--- src/rtl/fetch_unit.sv ---
// fetch_unit: PC -> MAR -> program memory -> IR fetch engine with redirect.
// Define FETCH_PREFETCH_EN for the 2-entry prefetch FIFO variant.
module fetch_unit #(
    parameter int AW      = 5,
    parameter int IW      = 32,
    parameter int MEM_LAT = 1
) (
    input  logic               clk,
    input  logic               rst_n,
    input  logic               fetch_en,
    input  logic               pc_load,
    input  logic [AW-1:0]      pc_loadaddr,
    output logic               pm_rd_en,
    output logic [AW-1:0]      pm_addr,
    input  logic [IW-1:0]      pm_rdata,
    output logic               out_valid,
    input  logic               out_ready,
    output logic [AW+IW-1:0]   fetch_out,
    output logic [AW-1:0]      pc
);

    logic [AW-1:0] pc_q;

    assign pc = pc_q;

`ifdef FETCH_PREFETCH_EN

    logic [MEM_LAT-1:0] inf_q;
    logic [AW-1:0]      tag_q [MEM_LAT];
    logic [AW+IW-1:0]   fifo_q [2];
    logic               rd_ptr_q;
    logic               wr_ptr_q;
    logic [1:0]         fifo_cnt_q;
    logic               run_q;
    logic [2:0]         n_inf;
    logic               issue;
    logic               push;
    logic               pop;

    always_comb begin
        n_inf = '0;
        for (int i = 0; i < MEM_LAT; i++) begin
            n_inf = n_inf + 3'(inf_q[i]);
        end
    end

    // Slots are reserved at issue time, so a FIFO entry always exists on return
    assign issue = run_q && fetch_en &&
                   (({1'b0, n_inf} + {2'b0, fifo_cnt_q}) < 4'd2);
    assign push  = inf_q[MEM_LAT-1] && !pc_load;
    assign pop   = (fifo_cnt_q != 2'd0) && out_ready && !pc_load;

    always_ff @(posedge clk or negedge rst_n) begin
        if (!rst_n) begin
            pc_q       <= '0;
            run_q      <= 1'b0;
            inf_q      <= '0;
            rd_ptr_q   <= 1'b0;
            wr_ptr_q   <= 1'b0;
            fifo_cnt_q <= '0;
            fifo_q[0]  <= '0;
            fifo_q[1]  <= '0;
            for (int i = 0; i < MEM_LAT; i++) begin
                tag_q[i] <= '0;
            end
        end else begin
            run_q    <= 1'b1;
            tag_q[0] <= pc_q;
            for (int i = 1; i < MEM_LAT; i++) begin
                tag_q[i] <= tag_q[i-1];
            end
            if (pc_load) begin
                pc_q       <= pc_loadaddr;
                inf_q      <= '0;
                rd_ptr_q   <= 1'b0;
                wr_ptr_q   <= 1'b0;
                fifo_cnt_q <= '0;
            end else begin
                if (issue) begin
                    pc_q <= pc_q + 1'b1;
                end
                inf_q[0] <= issue;
                for (int i = 1; i < MEM_LAT; i++) begin
                    inf_q[i] <= inf_q[i-1];
                end
                if (push) begin
                    fifo_q[wr_ptr_q] <= {tag_q[MEM_LAT-1], pm_rdata};
                    wr_ptr_q         <= ~wr_ptr_q;
                end
                if (pop) begin
                    rd_ptr_q <= ~rd_ptr_q;
                end
                fifo_cnt_q <= fifo_cnt_q + 2'(push) - 2'(pop);
            end
        end
    end

    assign pm_rd_en  = issue;
    assign pm_addr   = pc_q;
    assign out_valid = (fifo_cnt_q != 2'd0);
    assign fetch_out = fifo_q[rd_ptr_q];

`else

    typedef enum logic [1:0] {
        IDLE,
        ADDR,
        WAIT,
        HOLD
    } state_t;

    localparam logic [2:0] LAT_M1 = 3'(MEM_LAT - 1);

    state_t             state_q;
    state_t             state_d;
    logic [AW-1:0]      pc_d;
    logic [AW-1:0]      mar_q;
    logic [2:0]         cnt_q;
    logic [AW+IW-1:0]   ir_q;
    logic               vld_q;
    logic               cap;

    assign cap = (state_q == WAIT) && (cnt_q == 3'd0) && !pc_load;

    always_comb begin
        state_d = state_q;
        pc_d    = pc_q;
        unique case (state_q)
            IDLE: if (fetch_en) state_d = ADDR;
            ADDR: begin
                state_d = WAIT;
                pc_d    = pc_q + 1'b1;
            end
            WAIT: if (cnt_q == 3'd0) state_d = HOLD;
            HOLD: if (out_ready) state_d = fetch_en ? ADDR : IDLE;
            default: state_d = IDLE;
        endcase
        // Redirect overrides everything, including a same-cycle accept
        if (pc_load) begin
            state_d = fetch_en ? ADDR : IDLE;
            pc_d    = pc_loadaddr;
        end
    end

    always_ff @(posedge clk or negedge rst_n) begin
        if (!rst_n) begin
            state_q <= IDLE;
            pc_q    <= '0;
            mar_q   <= '0;
            cnt_q   <= '0;
            ir_q    <= '0;
            vld_q   <= 1'b0;
        end else begin
            state_q <= state_d;
            pc_q    <= pc_d;
            if (state_d == ADDR) begin
                mar_q <= pc_d;
            end
            if (state_q == ADDR) begin
                cnt_q <= LAT_M1;
            end else if (cnt_q != 3'd0) begin
                cnt_q <= cnt_q - 3'd1;
            end
            if (cap) begin
                ir_q <= {mar_q, pm_rdata};
            end
            if (pc_load) begin
                vld_q <= 1'b0;
            end else if (cap) begin
                vld_q <= 1'b1;
            end else if ((state_q == HOLD) && out_ready) begin
                vld_q <= 1'b0;
            end
        end
    end

    assign pm_rd_en  = (state_q == ADDR);
    assign pm_addr   = mar_q;
    assign out_valid = vld_q;
    assign fetch_out = ir_q;

`endif

endmodule

--- config.mk ---
export PLATFORM = sky130hd
export DESIGN_NAME = fetch_unit
export DESIGN_NICKNAME = d
export VERILOG_FILES = /design/src/rtl/fetch_unit.sv
export SDC_FILE = /design/constraint.sdc
export NUM_CORES = 1
export LEC_CHECK = 0
export CAP_MARGIN = 20
export CORE_ASPECT_RATIO = 1.1
export CORE_UTILIZATION = 40
export DETAILED_ROUTE_END_ITERATION = 8
export GPL_ROUTABILITY_DRIVEN = 0
export PLACE_DENSITY_LB_ADDON = 0.08
export SETUP_SLACK_MARGIN = 0.2
export SLEW_MARGIN = 20
export SYNTH_ARGS = -nofsm -noshare
export SYNTH_HDL_FRONTEND = slang
export SYNTH_SLANG_ARGS = --single-unit
--- constraint.sdc ---
create_clock -name clk -period 1.8 [get_ports clk]
set_input_delay 0.36 -clock clk [delete_from_list [all_inputs] [get_ports clk]]
set_output_delay 0.36 -clock clk [all_outputs]
set_load 0.02 [all_outputs]
* Yosys cells after proc, flatten, opt, wreduce, memory -nomap -nowiden
Index checks and enable logic that the tools add are counted. W data, S select, Z words.
Word-level totals: register bits after elaboration 53, latch bits 0, bits in writable memories 0, memory bits (read-only) 0, input bits 42, word-level logic and storage cells 34, memories kept 0
Operators by class: $add $sub $neg 2, multiply operators 0, divide/modulo/power cells 0, $lt $le $gt $ge 0, equal/unequal tests 4, shift operators 0, multiplexer cells 13, bitwise operators 0, reductions and logical operators 9
Operator list (number):
- $mux W5 | 2
- $mux W2 | 4
- $pmux W2 S4 | 1
- $mux W3 | 2
- $reduce_bool A3 Y1 | 2
- $add A5 B1 Y5 const B | 1
- $eq A2 B1 Y1 const B | 2
- $eq A2 B2 Y1 const B | 2
- $mux W1 | 4
- $logic_and A1 B1 Y1 | 3
- $logic_not A3 Y1 | 1
- $sub A3 B1 Y3 const B | 1
- $logic_not A2 Y1 | 1
- $reduce_bool A2 Y1 | 1
- $logic_not A1 Y1 | 1

* Logic depth before layout (Yosys ltp)
depth after elaboration 5, gate-level depth with buffers 8

* Least setup slack after synthesis
OpenSTA, ideal clock, no wires.
kind register to register, from register cnt_q[0], to register ir_q[0], in the netlist fetch_out[0], library setup time 0.125 ns, data arrival time 1.622 ns, required time 1.675 ns, path slack 0.053 ns, stages on the path, launching flop included 9, cell sequence dfrtp_1 > inv_1 > ha_1 > ha_1 > buf_2 > nor3b_2 > buf_6 > buf_12 > mux2_4
Between the ends: word-level cells in the longest chain between the ends 3
RTL lines:
- start, declared | line 118 | logic [2:0] cnt_q;
- start signal, assigned | line 162 | cnt_q <= cnt_q - 3'd1;
- $logic_not A3 Y1 | line 123 | assign cap = (state_q == WAIT) && (cnt_q == 3'd0) && !pc_load;
- $logic_and A1 B1 Y1 (2 in a row) | line 123
- end signal, assigned | line 165 | ir_q <= {mar_q, pm_rdata};
- end, declared | line 119 | logic [AW+IW-1:0] ir_q;
Every way passes these cells. A chain may end at the register's enable or synchronous reset.

* Worst setup path after layout
from register cnt_q[0], to register ir_q[28], in the netlist fetch_out[28]
Same word-level chain as after synthesis.

==> impl_metrics.ini <==
[timing]
worst_pin_slew_ns = 0.429
hold_violations = 0
worst_slack_ns = 0.0869
setup_viol = 0
timing.final.crit_period_ns = 1.71
skew_ns = 0.00594
setup_tns_ns = 0
fmax_mhz = 584
fin_crit_sh = 0.952
max_slew_margin = 0.714
rsz0062_at_grt = true
final_max_slew_viol_count = 0
whs_ns = 0.508

[synth]
netlist_area_sq_mm = 0.00246
yosysSeqAreaShare = 0.540
synth_nets = 214
yosys.area_share.simple = 0.0779
yosysUniqueCellTypes = 40
yosys_warnings = 0
synth_compound_area_frac = 0.0647
ys_seq_elements = 53
syn_area_per_cell_sq_um = 14.5
synth_fa_ha_area_frac = 0.0153
synthMuxAreaShare = 0.237
synth_xor_area_frac = 0.00356
synth_top_family_by_area = multiplexers
syn-instance-count = 169

[global_routing]
grt_pass1_wl_um = 8540
grt_util_all_layers = 0.169
antenna_found_initial = 0
overflow = 0
grt_max_degree = 22
grt_pass1_vias = 1732

[route]
dr.first_iter.drc_count = 30
m1WireLength_um = 2290
wl_met2_um = 2570
wl_met3_um = 265
post-route-drc-count = 0
vias = 1657
ant_nets = 0
drtPass1Iterations = 2
post_drt_wl_per_cell_um = 14.6
highest_layer = met4
drt_wl_total_um = 5180
viasPerCell = 4.67

[setup_path]
cp_max_fo = 7
crit_required_ns = 1.99
reg2regPathDepth = 7
start_kind = register
critical_path.endpoint_type = register
arrival_ns = 1.90
crit_type = register to register

[clock_network]
cts_root_buf = clkbuf_8
h-tree-depth = 2
numCtsBuffers = 5
insertion_delay_ns = 0.30
clk_pin_slew_worst_paths_ns = 0.09
cts_max_path_buffers = 2
clock_sinks = 53
tritoncts = yes

[power_and_ir_drop]
ir_drop_mv = 0.593
powerDensity_mw_per_mm2 = 1150
finalPower_mw = 4.22
p_leak_nw = 1.73

[layout]
finalNetCount = 322
num_antenna_cells = 0
drive_above_1_share = 0.281
stdcell_area_sq_mm = 0.00369
area_delta_synth_final_pct = 50.1
final_common_cell = dfrtp_1
final_cell_mix = dfrtp_1 (53), dlygate4sd2_1 (48), clkdlybuf4s50_1 (40)

[floorplan]
num_rows = 29
die_x_um = 76.7
dieArea_sq_mm = 0.00646
boundaryPins = 91
initial_core_util = 0.421
die_h_um = 84.2
fp.coreArea_sq_mm = 0.00584

[worst_hold_path]
holdCritPathClass = register to register
min_path_cells = 1

[flow_run]
cap_violations = 0

[place]
portBuffers = 90
dpl_cell_area_sq_mm = 0.00355
hpwl_um = 3840
place_ws_ns = -0.178

[outcome]
status = finished clean
final cells by class:
| type | instances | area, sq um |
|---|---|---|
| repair buffers | 111 | 1100 |
| clock buffers | 7 | 96.3 |
| inverters | 10 | 37.5 |
| flip-flops and latches | 53 | 1330 |
| well taps | 77 | 96.3 |
| multi-input cells | 96 | 1030 |
| fillers | 518 | 2150 |
| clock inverters | 1 | 5.00 |
routing by layer:
layer	vias to the layer above	track usage
li1	799	-
met1	807	0.212
met2	45	0.288
met3	6	0.0435
met4	0	0.0472
met5	-	0
flip-flops by register name, indices dropped and copies added, names as in the netlist:
signal	count
out_valid	1
state_q	2
fetch_out	37
pc	5
cnt_q	3
pm_addr	5
through the flow:
stage | cells | utilization
5_1_grt | 355 | 0.631
3_5_place_dp | 342 | 0.608
2_1_floorplan | 169 | -
3_3_place_gp | 342 | 0.608
4_1_cts | 352 | 0.625
6_report | 355 | 0.631
worst paths after layout:
kind / startpoint / to / slack [ns]
worst max-delay path: cnt_q[0] / fetch_out[28] / 0.09
worst min-delay path: fetch_out[5] / fetch_out[5] / 0.51
worst max register to register: cnt_q[0] / fetch_out[28] / 0.09
worst min register to register: fetch_out[5] / fetch_out[5] / 0.51
max in group asynchronous: rst_n / fetch_out[28] / 0.70
min in group asynchronous: rst_n / pc[3] / 0.52
worst max-delay path: stages (launching register included):
cell and delay (ns):
dfrtp_1 0.40, inv_1 0.06, ha_2 0.17, ha_4 0.13
nor3b_4 0.22, buf_12 0.18, clkbuf_16 0.15, mux2_4 0.29
where the power goes:
part,switching [mW],internal [mW],leakage [nW],total (mW)
sequential,0.208,1.54,0.636,1.75
combinational,0.832,0.923,1.04,1.75
clock,0.373,0.348,0.0542,0.721
synthesized netlist by cell type:
| master | instances | area [sq um] |
|---|---|---|
| clkbuf_2 | 1 | 5.00 |
| nand4bb_1 | 1 | 11.3 |
| buf_6 | 3 | 33.8 |
| nor3b_2 | 1 | 12.5 |
| and2b_2 | 1 | 8.76 |
| a2bb2oi_1 | 1 | 8.76 |
| buf_12 | 3 | 60.1 |
| nor2b_1 | 1 | 6.26 |
| buf_2 | 3 | 15.0 |
| nor3b_1 | 1 | 7.51 |
| mux2i_1 | 2 | 20.0 |
| o21a_1 | 1 | 7.51 |
| mux2_2 | 8 | 90.1 |
| xor2_1 | 1 | 8.76 |
| or4b_4 | 1 | 13.8 |
| o311ai_2 | 1 | 16.3 |
| inv_1 | 10 | 37.5 |
| mux2_1 | 2 | 22.5 |
| and3_2 | 1 | 7.51 |
| nor2_1 | 7 | 26.3 |
| o2bb2ai_1 | 1 | 8.76 |
| o21bai_1 | 1 | 7.51 |
| o211ai_2 | 1 | 12.5 |
| ha_1 | 3 | 37.5 |
| nand2b_2 | 1 | 8.76 |
| nor4bb_1 | 2 | 20.0 |
| o21ai_2 | 1 | 8.76 |
| dfrtp_1 | 53 | 1330 |
| nand2b_1 | 1 | 6.26 |
| or2_1 | 1 | 6.26 |
| nand2_1 | 7 | 26.3 |
| a221oi_1 | 2 | 17.5 |
| and2b_1 | 2 | 15.0 |
| o21ai_0 | 1 | 5.00 |
| nand3b_1 | 2 | 15.0 |
| a21oi_1 | 5 | 25.0 |
| mux2_4 | 30 | 450 |
| a32oi_1 | 2 | 17.5 |
| o221ai_1 | 1 | 8.76 |
| a22oi_1 | 2 | 15.0 |
logic make-up after synthesis:
kind of cell | after synthesis
AO/OA/AOI/OAI | 20
flip-flops | 53
adder cells (fa/ha/maj) | 3
XOR/XNOR | 1
multiplexers | 42
buffers and inverters | 20
AND/OR/NAND/NOR | 30
timing repair:
action                                  CTS  global route
cloned                                    0             1
gates resized for setup                  59             3
buffers inserted                          1             2
hold buffers                              1             0
endpoints found under the hold margin    16             0
endpoints found under the setup margin   86            42
pin swaps                                 0             1
Note: power is estimated with default switching activity, not from simulation.
